===== config.mk =====
export PLATFORM = sky130hd
export DESIGN_NAME = uart_rx_multi
export DESIGN_NICKNAME = d
export VERILOG_FILES = /design/src/rtl/uart_rx_multi.sv
export SDC_FILE = /design/constraint.sdc
export NUM_CORES = 1
export LEC_CHECK = 0
export ABC_AREA = 0
export ABC_CLOCK_PERIOD_IN_PS = 2830
export BUFFER_PORTS_ARGS = -buffer_cell sky130_fd_sc_hd__buf_2
export CORE_MARGIN = 2
export CORE_UTILIZATION = 42
export DETAILED_ROUTE_END_ITERATION = 12
export GPL_TIMING_DRIVEN = 0
export PLACE_DENSITY = 0.71
export SYNTH_ARGS = -nofsm -noshare
export SYNTH_HDL_FRONTEND = slang
export SYNTH_SLANG_ARGS = --single-unit

===== constraint.sdc =====
create_clock -name clk -period 2.83 [get_ports clk]
set_input_delay 0.4245 -clock clk [delete_from_list [all_inputs] [get_ports clk]]
set_output_delay 0.4245 -clock clk [all_outputs]
set_load 0.005 [all_outputs]

===== src/rtl/uart_rx_multi.sv =====
// uart_rx_multi: oversampled UART receiver, DATA_BITS (5..9) data bits,
// optional even/odd parity selected at run time, 1 or 2 stop bits.
// Each bit is the 3-sample majority around its centre. A false start
// returns the receiver to idle. Results go out through a valid/ack
// holding register with overrun reporting.
//
// Build option: define UART_RX_BREAK_DETECT_EN to report an all-zero
// frame as a one-clock rx_break pulse instead of delivering it as a word.
//
// state     | meaning
// ----------+--------------------------------------------------------
// S_IDLE    | line idle, waiting for a tick that sees the line low
// S_START   | confirming the start bit (majority must be 0)
// S_DATA    | shifting in data bits, LSB first
// S_PARITY  | sampling the parity bit (only when parity is latched on)
// S_STOP    | sampling stop bit(s); frame completes at last decision
// S_WAIT_HIGH | last stop bit was low; wait for the line to go high

module uart_rx_multi #(
    parameter int DATA_BITS  = 8,
    parameter int STOP_BITS  = 1,
    parameter int OVERSAMPLE = 16
) (
    input  logic                 clk,
    input  logic                 rst_n,
    input  logic                 rx_baud_tick,
    input  logic                 rx_in,
    input  logic [1:0]           cfg_parity,
    output logic [DATA_BITS-1:0] rx_data,
    output logic                 rx_valid,
    input  logic                 rx_ack,
    output logic                 rx_frame_err,
    output logic                 rx_parity_err,
    output logic                 rx_overrun,
    output logic                 rx_break
);

    localparam int TW = $clog2(OVERSAMPLE);
    localparam int BW = $clog2(DATA_BITS);

    localparam logic [TW-1:0] C_LAST = TW'(OVERSAMPLE - 1);
    localparam logic [TW-1:0] C_S0   = TW'(OVERSAMPLE / 2 - 1);
    localparam logic [TW-1:0] C_S1   = TW'(OVERSAMPLE / 2);
    localparam logic [TW-1:0] C_DEC  = TW'(OVERSAMPLE / 2 + 1);
    localparam logic [BW-1:0] C_BIT_LAST  = BW'(DATA_BITS - 1);
    localparam logic          C_STOP_LAST = 1'(STOP_BITS - 1);

    typedef enum logic [2:0] {
        S_IDLE      = 3'd0,
        S_START     = 3'd1,
        S_DATA      = 3'd2,
        S_PARITY    = 3'd3,
        S_STOP      = 3'd4,
        S_WAIT_HIGH = 3'd5
    } state_t;

    state_t                r_state;
    state_t                w_state_nxt;

    logic [1:0]            r_sync;
    logic                  w_line;

    logic [TW-1:0]         r_tick_cnt;
    logic [TW-1:0]         w_idx;
    logic                  r_s0;
    logic                  r_s1;
    logic                  w_maj;
    logic                  w_dec;
    logic                  w_end;

    logic [BW-1:0]         r_bit_cnt;
    logic                  r_stop_idx;
    logic                  w_last_bit;
    logic                  w_last_stop;
    logic [DATA_BITS-1:0]  r_shift;
    logic [1:0]            r_par_mode;
    logic                  w_par_en;
    logic                  r_perr;
    logic                  r_ferr;
    logic                  w_ferr_final;
    logic                  w_brk;

    // FSM output strobes
    logic                  w_start_det;
    logic                  w_in_frame;
    logic                  w_shift;
    logic                  w_bit_adv;
    logic                  w_par_dec;
    logic                  w_stop_dec;
    logic                  w_stop_adv;
    logic                  w_complete;

    // Two-flop synchroniser; preset high so reset looks like an idle line
    always_ff @(posedge clk or negedge rst_n) begin
        if (!rst_n) r_sync <= 2'b11;
        else        r_sync <= {r_sync[0], rx_in};
    end

    assign w_line = r_sync[1];

    // r_tick_cnt holds the index of the last tick processed in the current
    // bit; the tick that detects the falling edge is index 0 of the start bit.
    assign w_idx       = (r_tick_cnt == C_LAST) ? '0 : r_tick_cnt + TW'(1);
    assign w_maj       = (r_s0 & r_s1) | (r_s0 & w_line) | (r_s1 & w_line);
    assign w_dec       = rx_baud_tick && (w_idx == C_DEC);
    assign w_end       = rx_baud_tick && (w_idx == C_LAST);
    assign w_last_bit  = (r_bit_cnt == C_BIT_LAST);
    assign w_last_stop = (r_stop_idx == C_STOP_LAST);
    assign w_par_en    = (r_par_mode == 2'b01) || (r_par_mode == 2'b10);

    // State register
    always_ff @(posedge clk or negedge rst_n) begin
        if (!rst_n) r_state <= S_IDLE;
        else        r_state <= w_state_nxt;
    end

    // Next-state logic
    always_comb begin
        w_state_nxt = r_state;
        case (r_state)
            S_IDLE: begin
                if (rx_baud_tick && !w_line) w_state_nxt = S_START;
            end
            S_START: begin
                if (w_dec && w_maj)  w_state_nxt = S_IDLE;
                else if (w_end)      w_state_nxt = S_DATA;
            end
            S_DATA: begin
                if (w_end && w_last_bit) w_state_nxt = w_par_en ? S_PARITY : S_STOP;
            end
            S_PARITY: begin
                if (w_end) w_state_nxt = S_STOP;
            end
            S_STOP: begin
                // A break always ends low, so it lands in S_WAIT_HIGH too
                if (w_dec && w_last_stop) w_state_nxt = w_maj ? S_IDLE : S_WAIT_HIGH;
            end
            S_WAIT_HIGH: begin
                if (rx_baud_tick && w_line) w_state_nxt = S_IDLE;
            end
            default: w_state_nxt = S_IDLE;
        endcase
    end

    // FSM output strobes driving the datapath
    always_comb begin
        w_start_det = 1'b0;
        w_in_frame  = 1'b0;
        w_shift     = 1'b0;
        w_bit_adv   = 1'b0;
        w_par_dec   = 1'b0;
        w_stop_dec  = 1'b0;
        w_stop_adv  = 1'b0;
        w_complete  = 1'b0;
        case (r_state)
            S_IDLE: begin
                w_start_det = rx_baud_tick && !w_line;
            end
            S_START: begin
                w_in_frame = 1'b1;
            end
            S_DATA: begin
                w_in_frame = 1'b1;
                w_shift    = w_dec;
                w_bit_adv  = w_end;
            end
            S_PARITY: begin
                w_in_frame = 1'b1;
                w_par_dec  = w_dec;
            end
            S_STOP: begin
                w_in_frame = 1'b1;
                w_stop_dec = w_dec;
                w_stop_adv = w_end && !w_last_stop;
                w_complete = w_dec && w_last_stop;
            end
            default: begin
                w_in_frame = 1'b0;
            end
        endcase
    end

    // Oversample counter and the two early majority samples
    always_ff @(posedge clk or negedge rst_n) begin
        if (!rst_n) begin
            r_tick_cnt <= '0;
            r_s0       <= 1'b1;
            r_s1       <= 1'b1;
        end else if (w_start_det) begin
            r_tick_cnt <= '0;
        end else if (rx_baud_tick && w_in_frame) begin
            r_tick_cnt <= w_idx;
            if (w_idx == C_S0) r_s0 <= w_line;
            if (w_idx == C_S1) r_s1 <= w_line;
        end
    end

    // Bit and stop-bit position counters
    always_ff @(posedge clk or negedge rst_n) begin
        if (!rst_n) begin
            r_bit_cnt  <= '0;
            r_stop_idx <= 1'b0;
        end else if (w_start_det) begin
            r_bit_cnt  <= '0;
            r_stop_idx <= 1'b0;
        end else begin
            if (w_bit_adv)  r_bit_cnt  <= r_bit_cnt + BW'(1);
            if (w_stop_adv) r_stop_idx <= 1'b1;
        end
    end

    // Data shift register, LSB arrives first and ends up in bit 0
    always_ff @(posedge clk or negedge rst_n) begin
        if (!rst_n)       r_shift <= '0;
        else if (w_shift) r_shift <= {w_maj, r_shift[DATA_BITS-1:1]};
    end

    // Parity mode is latched at the start edge so mid-frame changes are ignored
    always_ff @(posedge clk or negedge rst_n) begin
        if (!rst_n) begin
            r_par_mode <= 2'b00;
            r_perr     <= 1'b0;
            r_ferr     <= 1'b0;
        end else if (w_start_det) begin
            r_par_mode <= cfg_parity;
            r_perr     <= 1'b0;
            r_ferr     <= 1'b0;
        end else begin
            // odd mode (10) inverts the expected XOR, hence the mode[1] term
            if (w_par_dec)  r_perr <= w_maj ^ (^r_shift) ^ r_par_mode[1];
            if (w_stop_dec) r_ferr <= r_ferr | ~w_maj;
        end
    end

    assign w_ferr_final = r_ferr | ~w_maj;

`ifdef UART_RX_BREAK_DETECT_EN
    logic r_pbit;
    logic r_stop_hi;
    logic r_break;

    // Remember the parity bit and whether any stop bit was high
    always_ff @(posedge clk or negedge rst_n) begin
        if (!rst_n) begin
            r_pbit    <= 1'b0;
            r_stop_hi <= 1'b0;
        end else if (w_start_det) begin
            r_pbit    <= 1'b0;
            r_stop_hi <= 1'b0;
        end else begin
            if (w_par_dec)  r_pbit    <= w_maj;
            if (w_stop_dec) r_stop_hi <= r_stop_hi | w_maj;
        end
    end

    assign w_brk = (r_shift == '0) && !(w_par_en && r_pbit) && !r_stop_hi && !w_maj;

    // One-clock break pulse the cycle after completion
    always_ff @(posedge clk or negedge rst_n) begin
        if (!rst_n) r_break <= 1'b0;
        else        r_break <= w_complete && w_brk;
    end

    assign rx_break = r_break;
`else
    assign w_brk    = 1'b0;
    assign rx_break = 1'b0;
`endif

    // Output holding register: load on completion, clear on accepted ack.
    // Completion wins over ack; overrun only if the old word was not taken.
    always_ff @(posedge clk or negedge rst_n) begin
        if (!rst_n) begin
            rx_data       <= '0;
            rx_valid      <= 1'b0;
            rx_frame_err  <= 1'b0;
            rx_parity_err <= 1'b0;
            rx_overrun    <= 1'b0;
        end else if (w_complete && !w_brk) begin
            rx_data       <= r_shift;
            rx_valid      <= 1'b1;
            rx_frame_err  <= w_ferr_final;
            rx_parity_err <= w_par_en & r_perr;
            rx_overrun    <= rx_valid & ~rx_ack;
        end else if (rx_valid && rx_ack) begin
            rx_data       <= '0;
            rx_valid      <= 1'b0;
            rx_frame_err  <= 1'b0;
            rx_parity_err <= 1'b0;
            rx_overrun    <= 1'b0;
        end
    end

endmodule

==> impl_metrics.csv, run 1 <==
group,metric,value,unit
cells_and_area,post-route-util,0.486,
detailed_routing,num_vias,1402,
sta,hold_slack,0.227,ns
logic_synthesis,yosys_most_used_dff,"dfrtp_1",
sta,rsz0062_at_grt,"no",
power_and_ir_drop,ir_drop,353,uV
worst_setup_path,arrival,2.50,ns
clock_tree,postCtsSetupRepairBufs,0,
min_path,hold_path_startpoint,"rx_in",
sta,fmax,440,MHz
cells_and_area,syn2layout_area_growth,13.7,%
clock_tree,clock_path_buffers,2,
logic_synthesis,ys_ff_latch,39,
power_and_ir_drop,p_switching,665,uW
sta,finalHoldViolCount,0,
logic_synthesis,synthCells,188,
run,maxCapViolCount,0,
logic_synthesis,syn_area_per_cell,10.6,um2
cells_and_area,instances_no_fill,268,
logic_synthesis,synth.top_cells.by_count,"35 x dfrtp_1, 35 x nand2_1, 10 x mux2_2, 10 x o21ai_1, 10 x xnor2_1",
detailed_routing,wl,3.68,mm
sta,finalClockSkew,0.00826,ns
floorplan,chipWidth,72.8,um
clock_tree,htree_levels,2,
clock_tree,ctsResizeCount,0,
placed_design,place_inst,260,
power_and_ir_drop,cellPowerDensity,835,nW/um2
floorplan,pin_count,20,
clock_tree,root_buffer,"clkbuf_8",
sta,setup-violations-final,0,
logic_synthesis,synthTopCellsByArea,"dfrtp_1 44%, nand2_1 6.6%, mux2_2 5.7%, dfstp_2 5.3%, xnor2_1 4.4%",
placed_design,gp_congestion,0.864,
power_and_ir_drop,pwr-share-clk,0.251,
worst_setup_path,cp_max_fo,10,
sta,final-max-slew-violation-count,0,
placed_design,dp_hpwl,2.58,mm
worst_setup_path,timing.rr.start,"r_tick_cnt[1]$_DFFE_PN0P_",
logic_synthesis,synthArstFlopShare,1.00,
worst_setup_path,worstSetupPathType,"flop to flop",
grt,grt_pass1_vias,1384,
power_and_ir_drop,p_sw_frac,0.352,
worst_setup_path,r2r_slack,0.56,ns
floorplan,coreArea,4660,um2
logic_synthesis,synth.distinct_cells,46,
min_path,holdPathStages,1,
grt,grt_overflow,0,
detailed_routing,ant_nets,0,
status,outcome,"finished clean",
power_and_ir_drop,leakagePower,1.09,nW
logic_synthesis,synth_nets,201,
grt,grt_pass1_wl,6.56,mm
cells_and_area,nets,226,
worst_setup_path,cp.required,3.06,ns
placed_design,port_buffers,18,
min_path,hold_class,"primary input to flop",
power_and_ir_drop,power_frac_seq,0.392,
grt,grt_max_degree,40,
logic_synthesis,synth_top_area_frac,0.440,
clock_tree,cts.sinks,39,
grt,track_usage,0.161,
worst_setup_path,worstSetupStartpoint,"r_tick_cnt[1]$_DFFE_PN0P_",
min_path,min_to,"r_sync[0]$_DFF_PN1_",
logic_synthesis,synth_area,1990,um2
sta,maxSlewHeadroom,0.423,
detailed_routing,wl_per_cell,13.7,um
sta,fin_crit_sh,0.803,
detailed_routing,dr.first_iter.drc_count,79,
detailed_routing,drc,0,
sta,setup_tns,0,ns
sta,min_period,2.27,ns
cells_and_area,antennaDiodeCount,0,
floorplan,dieArea,5310,um2
clock_tree,cts_tree,"yes",
worst_setup_path,reg2reg_to,"rx_parity_err$_DFFE_PN0P_",
detailed_routing,dr.pass1.iters,4,
worst_setup_path,endpoint_kind,"flop",
sta,timing.final.ws_setup,0.557,ns
worst_setup_path,ff2ff_path_depth,8,
cells_and_area,drive_gt1_frac,0.276,
logic_synthesis,yosysTopAreaCell,"dfrtp_1",
clock_tree,cts.clk_slew.worst_paths,0.08,ns
sta,worst_slew_pin_slew,0.866,ns
worst_setup_path,cp-start-kind,"flop",
logic_synthesis,synth_enable_flop_cells,0,
power_and_ir_drop,pwr-share-comb,0.357,
detailed_routing,via_per_inst,5.23,
clock_tree,cts_made_buffers,5,
floorplan,initial_utilization,0.427,
power_and_ir_drop,p_int,1.23,mW
placed_design,place_ws,0.589,ns
clock_tree,clk_latency,0.30,ns
logic_synthesis,yosysSeqAreaShare,0.493,
floorplan,placementRows,25,
grt,grt_antenna_before_repair,0,
logic_synthesis,yosysWarnings,0,
clock_tree,cts_hold_buffers,0,
floorplan,die_h,72.8,um
==> kinds of logic (layout without fill, tap and decap cells) <==
kind of cell | count (synthesis) | after routing | share of synthesized area
fa+ha+maj | 7 | 7 | 0.0427
simple gates | 69 | 69 | 0.175
other cells | 1 | 1 | 0.00188
flops | 39 | 39 | 0.493
xor+xnor | 13 | 13 | 0.0572
mux | 18 | 18 | 0.104
buf+inv | 13 | 39 | 0.0295
compound gates | 28 | 28 | 0.0962
==> metrics by stage <==
stage          power (mW)  area, um2
6_report             1.89       2260
5_1_grt              2.03       2260
4_1_cts              1.91       2260
3_5_place_dp         1.42       2150
3_3_place_gp         1.40       2150
2_1_floorplan        1.28       1990
==> final cells by class <==
class,instances,area [um2]
tap,54,67.6
inverter,6,22.5
buffer,7,36.3
multi-input combinational,136,951
clock buffer,5,68.8
timing repair buffer,18,90.1
clock inverter,3,46.3
sequential,39,981
fill,425,2400
==> placed cells by master (no fill, tap or decap), drive strengths merged, types with 2 or more instances in the layout <==
cell / n
dfrtp: 35
nand2b: 4
xor2: 3
nor2b: 2
and2: 3
clkbuf: 6
mux2i: 5
a31oi: 2
dfstp: 4
buf: 24
ha: 6
o31ai: 3
a21oi: 5
o21ai: 10
nor3: 4
nand3: 3
nor2: 8
mux2: 13
nand4: 2
xnor2: 10
o211ai: 2
inv: 7
nor3b: 2
nand2: 36
==> state kept, by name, summed over array words and instances, names as in the netlist, 2 cells and up <==
| signal | flops |
|---|---|
| r_tick_cnt | 4 |
| r_shift | 8 |
| r_sync | 2 |
| r_bit_cnt | 3 |
| r_par_mode | 2 |
| rx_data | 8 |
| r_state | 3 |
==> power by group through the flow <==
stage          combinational, mW  sequential [mW]  clock [mW]
3_5_place_dp               0.675            0.748           0
6_report                   0.675            0.741       0.475
4_1_cts                    0.678            0.740       0.488
3_3_place_gp               0.659            0.742           0
5_1_grt                    0.762            0.756       0.513
2_1_floorplan              0.553            0.726           0
==> critical path, stage by stage (launching register included) <==
cell     delay, ns
dfrtp_1       0.48
ha_1          0.36
nand4_1       0.13
nor3_1        0.26
nor2_1        0.18
nor3_2        0.33
buf_2         0.28
nand3_1       0.11
o21ai_1       0.08
==> routing by layer <==
| metal | wire (um) | GRT usage | vias up |
|---|---|---|---|
| li1 | - | - | 693 |
| met1 | 1790 | 0.220 | 684 |
| met2 | 1720 | 0.245 | 18 |
| met3 | 96 | 0.0359 | 7 |
| met4 | 74 | 0.0741 | 0 |
| met5 | 0 | 0 | - |
==> how the worst max path moves through the flow <==
stage,cells after the start,to
finish,8,rx_parity_err$_DFFE_PN0P_
global route,8,rx_data[6]$_DFFE_PN0P_
CTS,8,rx_parity_err$_DFFE_PN0P_
detailed placement,8,rx_parity_err$_DFFE_PN0P_
global placement,8,rx_parity_err$_DFFE_PN0P_
floorplan,6,r_state[0]$_DFFE_PN0P_
(Power assumes the default switching activity.)
==> inputs of run 2 (changes only) <==
Settings changed: ABC_CLOCK_PERIOD_IN_PS 2830 to 2029, PLACE_DENSITY 0.71 to 0.73.
Clock period 2.83 ns to 2.03 ns, I/O delays scaled along.
==> impl_metrics.csv, run 2 (synthesized netlist as in run 1, its figures left out) <==
group,metric,value,unit
status,outcome,"finished with violations",
status,violations,"negative setup slack",
detailed_routing,wl,3.66,mm
worst_setup_path,cp-start-kind,"flop",
worst_setup_path,cp.required,2.21,ns
power_and_ir_drop,p_int,1.60,mW
cells_and_area,syn2layout_area_growth,14.0,%
cells_and_area,antennaDiodeCount,0,
floorplan,die_h,72.8,um
grt,grt-busiest-layer,"met2",
power_and_ir_drop,leakagePower,1.07,nW
clock_tree,cts.clk_slew.worst_paths,0.07,ns
sta,final-max-slew-violation-count,0,
cells_and_area,layout_common_cells,"35 x nand2_1, 33 x dfrtp_1, 21 x buf_2",
min_path,hold_class,"primary input to flop",
worst_setup_path,cp.depth,8,
sta,hold_slack,0.112,ns
cells_and_area,nets,226,
clock_tree,htree_levels,2,
cells_and_area,fillers,433,
power_and_ir_drop,pwr-share-clk,0.203,
worst_setup_path,worst-path-buf-inv,1,
floorplan,initial_utilization,0.427,
worst_setup_path,slowest_delay,0.46,ns
power_and_ir_drop,ir_drop,420,uV
worst_setup_path,setup.worst_path.end,"r_state[2]$_DFFE_PN0P_",
worst_setup_path,endpoint_kind,"flop",
worst_setup_path,cp_slowest_cell,"dfrtp_2",
placed_design,dp_hpwl,2.53,mm
power_and_ir_drop,p_switching,915,uW
sta,fmax,487,MHz
worst_setup_path,ff2ff_path_depth,8,
power_and_ir_drop,total_power,2.51,mW
cells_and_area,final_area,2270,um2
detailed_routing,ant_nets,0,
sta,maxSlewHeadroom,0.431,
placed_design,dpl_cell_area,2150,um2
grt,use_met3,0.0331,
power_and_ir_drop,power_frac_seq,0.410,
clock_tree,cts.sinks,39,
clock_tree,root_buffer,"clkbuf_8",
sta,finalHoldViolCount,0,
power_and_ir_drop,pwr-share-comb,0.387,
sta,rsz0062_at_grt,"yes",
clock_tree,clk_latency,0.29,ns
grt,grt_max_degree,40,
floorplan,chipWidth,72.8,um
sta,timing.final.ws_setup,-0.0236,ns
clock_tree,cts_made_buffers,5,
cells_and_area,top_regs,"r_shift x8, rx_data x8, r_tick_cnt x4",
sta,setup_tns,-0.191,ns
sta,worst_slew_pin_slew,0.853,ns
detailed_routing,via_per_inst,5.23,
cells_and_area,drive_gt1_frac,0.299,
grt,grt_overflow,0,
worst_setup_path,crit_family,"simple AND/OR/NAND/NOR gates",
floorplan,placementRows,25,
detailed_routing,wl_per_cell,13.7,um
cells_and_area,final_common_cell,"nand2_1",
clock_tree,cts_tree,"yes",
grt,grt_pass1_wl,6.22,mm
grt,grt_util_met1,0.211,
grt,grt_pass1_vias,1320,
detailed_routing,drc,0,
clock_tree,postCtsSetupRepairBufs,0,
sta,finalClockSkew,0.00496,ns
worst_setup_path,path_cells,"inv_1, ha_1, nand2_1, nor3_2, nor2_2, a31oi_1, o211ai_2, mux2_4",
worst_setup_path,worstSetupStartpoint,"r_tick_cnt[0]$_DFFE_PN0P_",
worst_setup_path,reg2reg_to,"r_state[2]$_DFFE_PN0P_",
placed_design,port_buffers,18,
sta,setup-violations-final,11,
sta,min_period,2.05,ns
worst_setup_path,cp_max_fo,8,
detailed_routing,num_vias,1402,
run,maxCapViolCount,0,
floorplan,dieArea,5310,um2
worst_setup_path,r2r_slack,-0.02,ns
floorplan,coreArea,4660,um2
grt,use_met2,0.233,
grt,grt_antenna_before_repair,0,
worst_setup_path,arrival,2.23,ns
detailed_routing,dr.pass1.iters,4,
grt,track_usage,0.153,
clock_tree,clock_path_buffers,2,
placed_design,gp_congestion,0.904,
floorplan,pin_count,20,
detailed_routing,dr.first_iter.drc_count,93,
worst_setup_path,worstSetupPathType,"flop to flop",
worst_setup_path,timing.rr.start,"r_tick_cnt[0]$_DFFE_PN0P_",
power_and_ir_drop,p_sw_frac,0.364,
sta,fin_crit_sh,1.01,
power_and_ir_drop,cellPowerDensity,1110,nW/um2
## run 2: through the flow
stage / utilization / cells / setup slack, ns
6_report: 0.487 / 268 / -0.0236
5_1_grt: 0.487 / 268 / -0.174
4_1_cts: 0.484 / 268 / -0.00681
3_5_place_dp: 0.461 / 260 / -0.173
3_3_place_gp: 0.461 / 260 / -0.150
2_1_floorplan: - / 188 / 0.0434
## run 2: worst min-delay path by stage
stage / startpoint / end / slack (ns) / cells past startpoint
global placement: r_sync[0]$_DFF_PN1_ / r_sync[1]$_DFF_PN1_ / 0.35 / 0
global route: rx_in / r_sync[0]$_DFF_PN1_ / 0.10 / 1
CTS: rx_in / r_sync[0]$_DFF_PN1_ / 0.10 / 1
finish: rx_in / r_sync[0]$_DFF_PN1_ / 0.11 / 1
detailed placement: r_sync[0]$_DFF_PN1_ / r_sync[1]$_DFF_PN1_ / 0.35 / 0
floorplan: rst_n / r_bit_cnt[0]$_DFFE_PN0P_ / 0.009 / 0
## run 2: layout make-up
type / count / area, um2 / area share
Timing Repair Buffer: 18 / 90.1 / 0.0397
Sequential cell: 39 / 983 / 0.433
Multi-Input combinational cell: 136 / 980 / 0.432
Inverter: 6 / 22.5 / 0.00992
Tap cell: 54 / 67.6 / 0.0298
Buffer: 7 / 41.3 / 0.0182
Clock buffer: 6 / 72.6 / 0.0320
Clock inverter: 2 / 12.5 / 0.00551
## run 2: power groups by stage
| stage | combinational [mW] | clock (mW) | sequential [mW] |
|---|---|---|---|
| 3_3_place_gp | 0.915 | 0 | 1.03 |
| 5_1_grt | 1.09 | 0.559 | 1.05 |
| 4_1_cts | 0.962 | 0.525 | 1.03 |
| 2_1_floorplan | 0.771 | 0 | 1.01 |
| 6_report | 0.974 | 0.509 | 1.03 |
| 3_5_place_dp | 0.931 | 0 | 1.04 |
## run 2: what timing repair did
item / 4_1_cts / 5_1_grt
hold buffers: 0 / 0
pin swaps: 0 / 0
endpoints found under the setup margin: 24 / 25
resized for setup: 6 / 6
endpoints found under the hold margin: 0 / 0
## run 2: layer usage
layer,part of all wire,up-vias
met1,0.47,676
li1,-,697
met5,0,-
met4,0.012,0
met3,0.032,5
met2,0.48,24
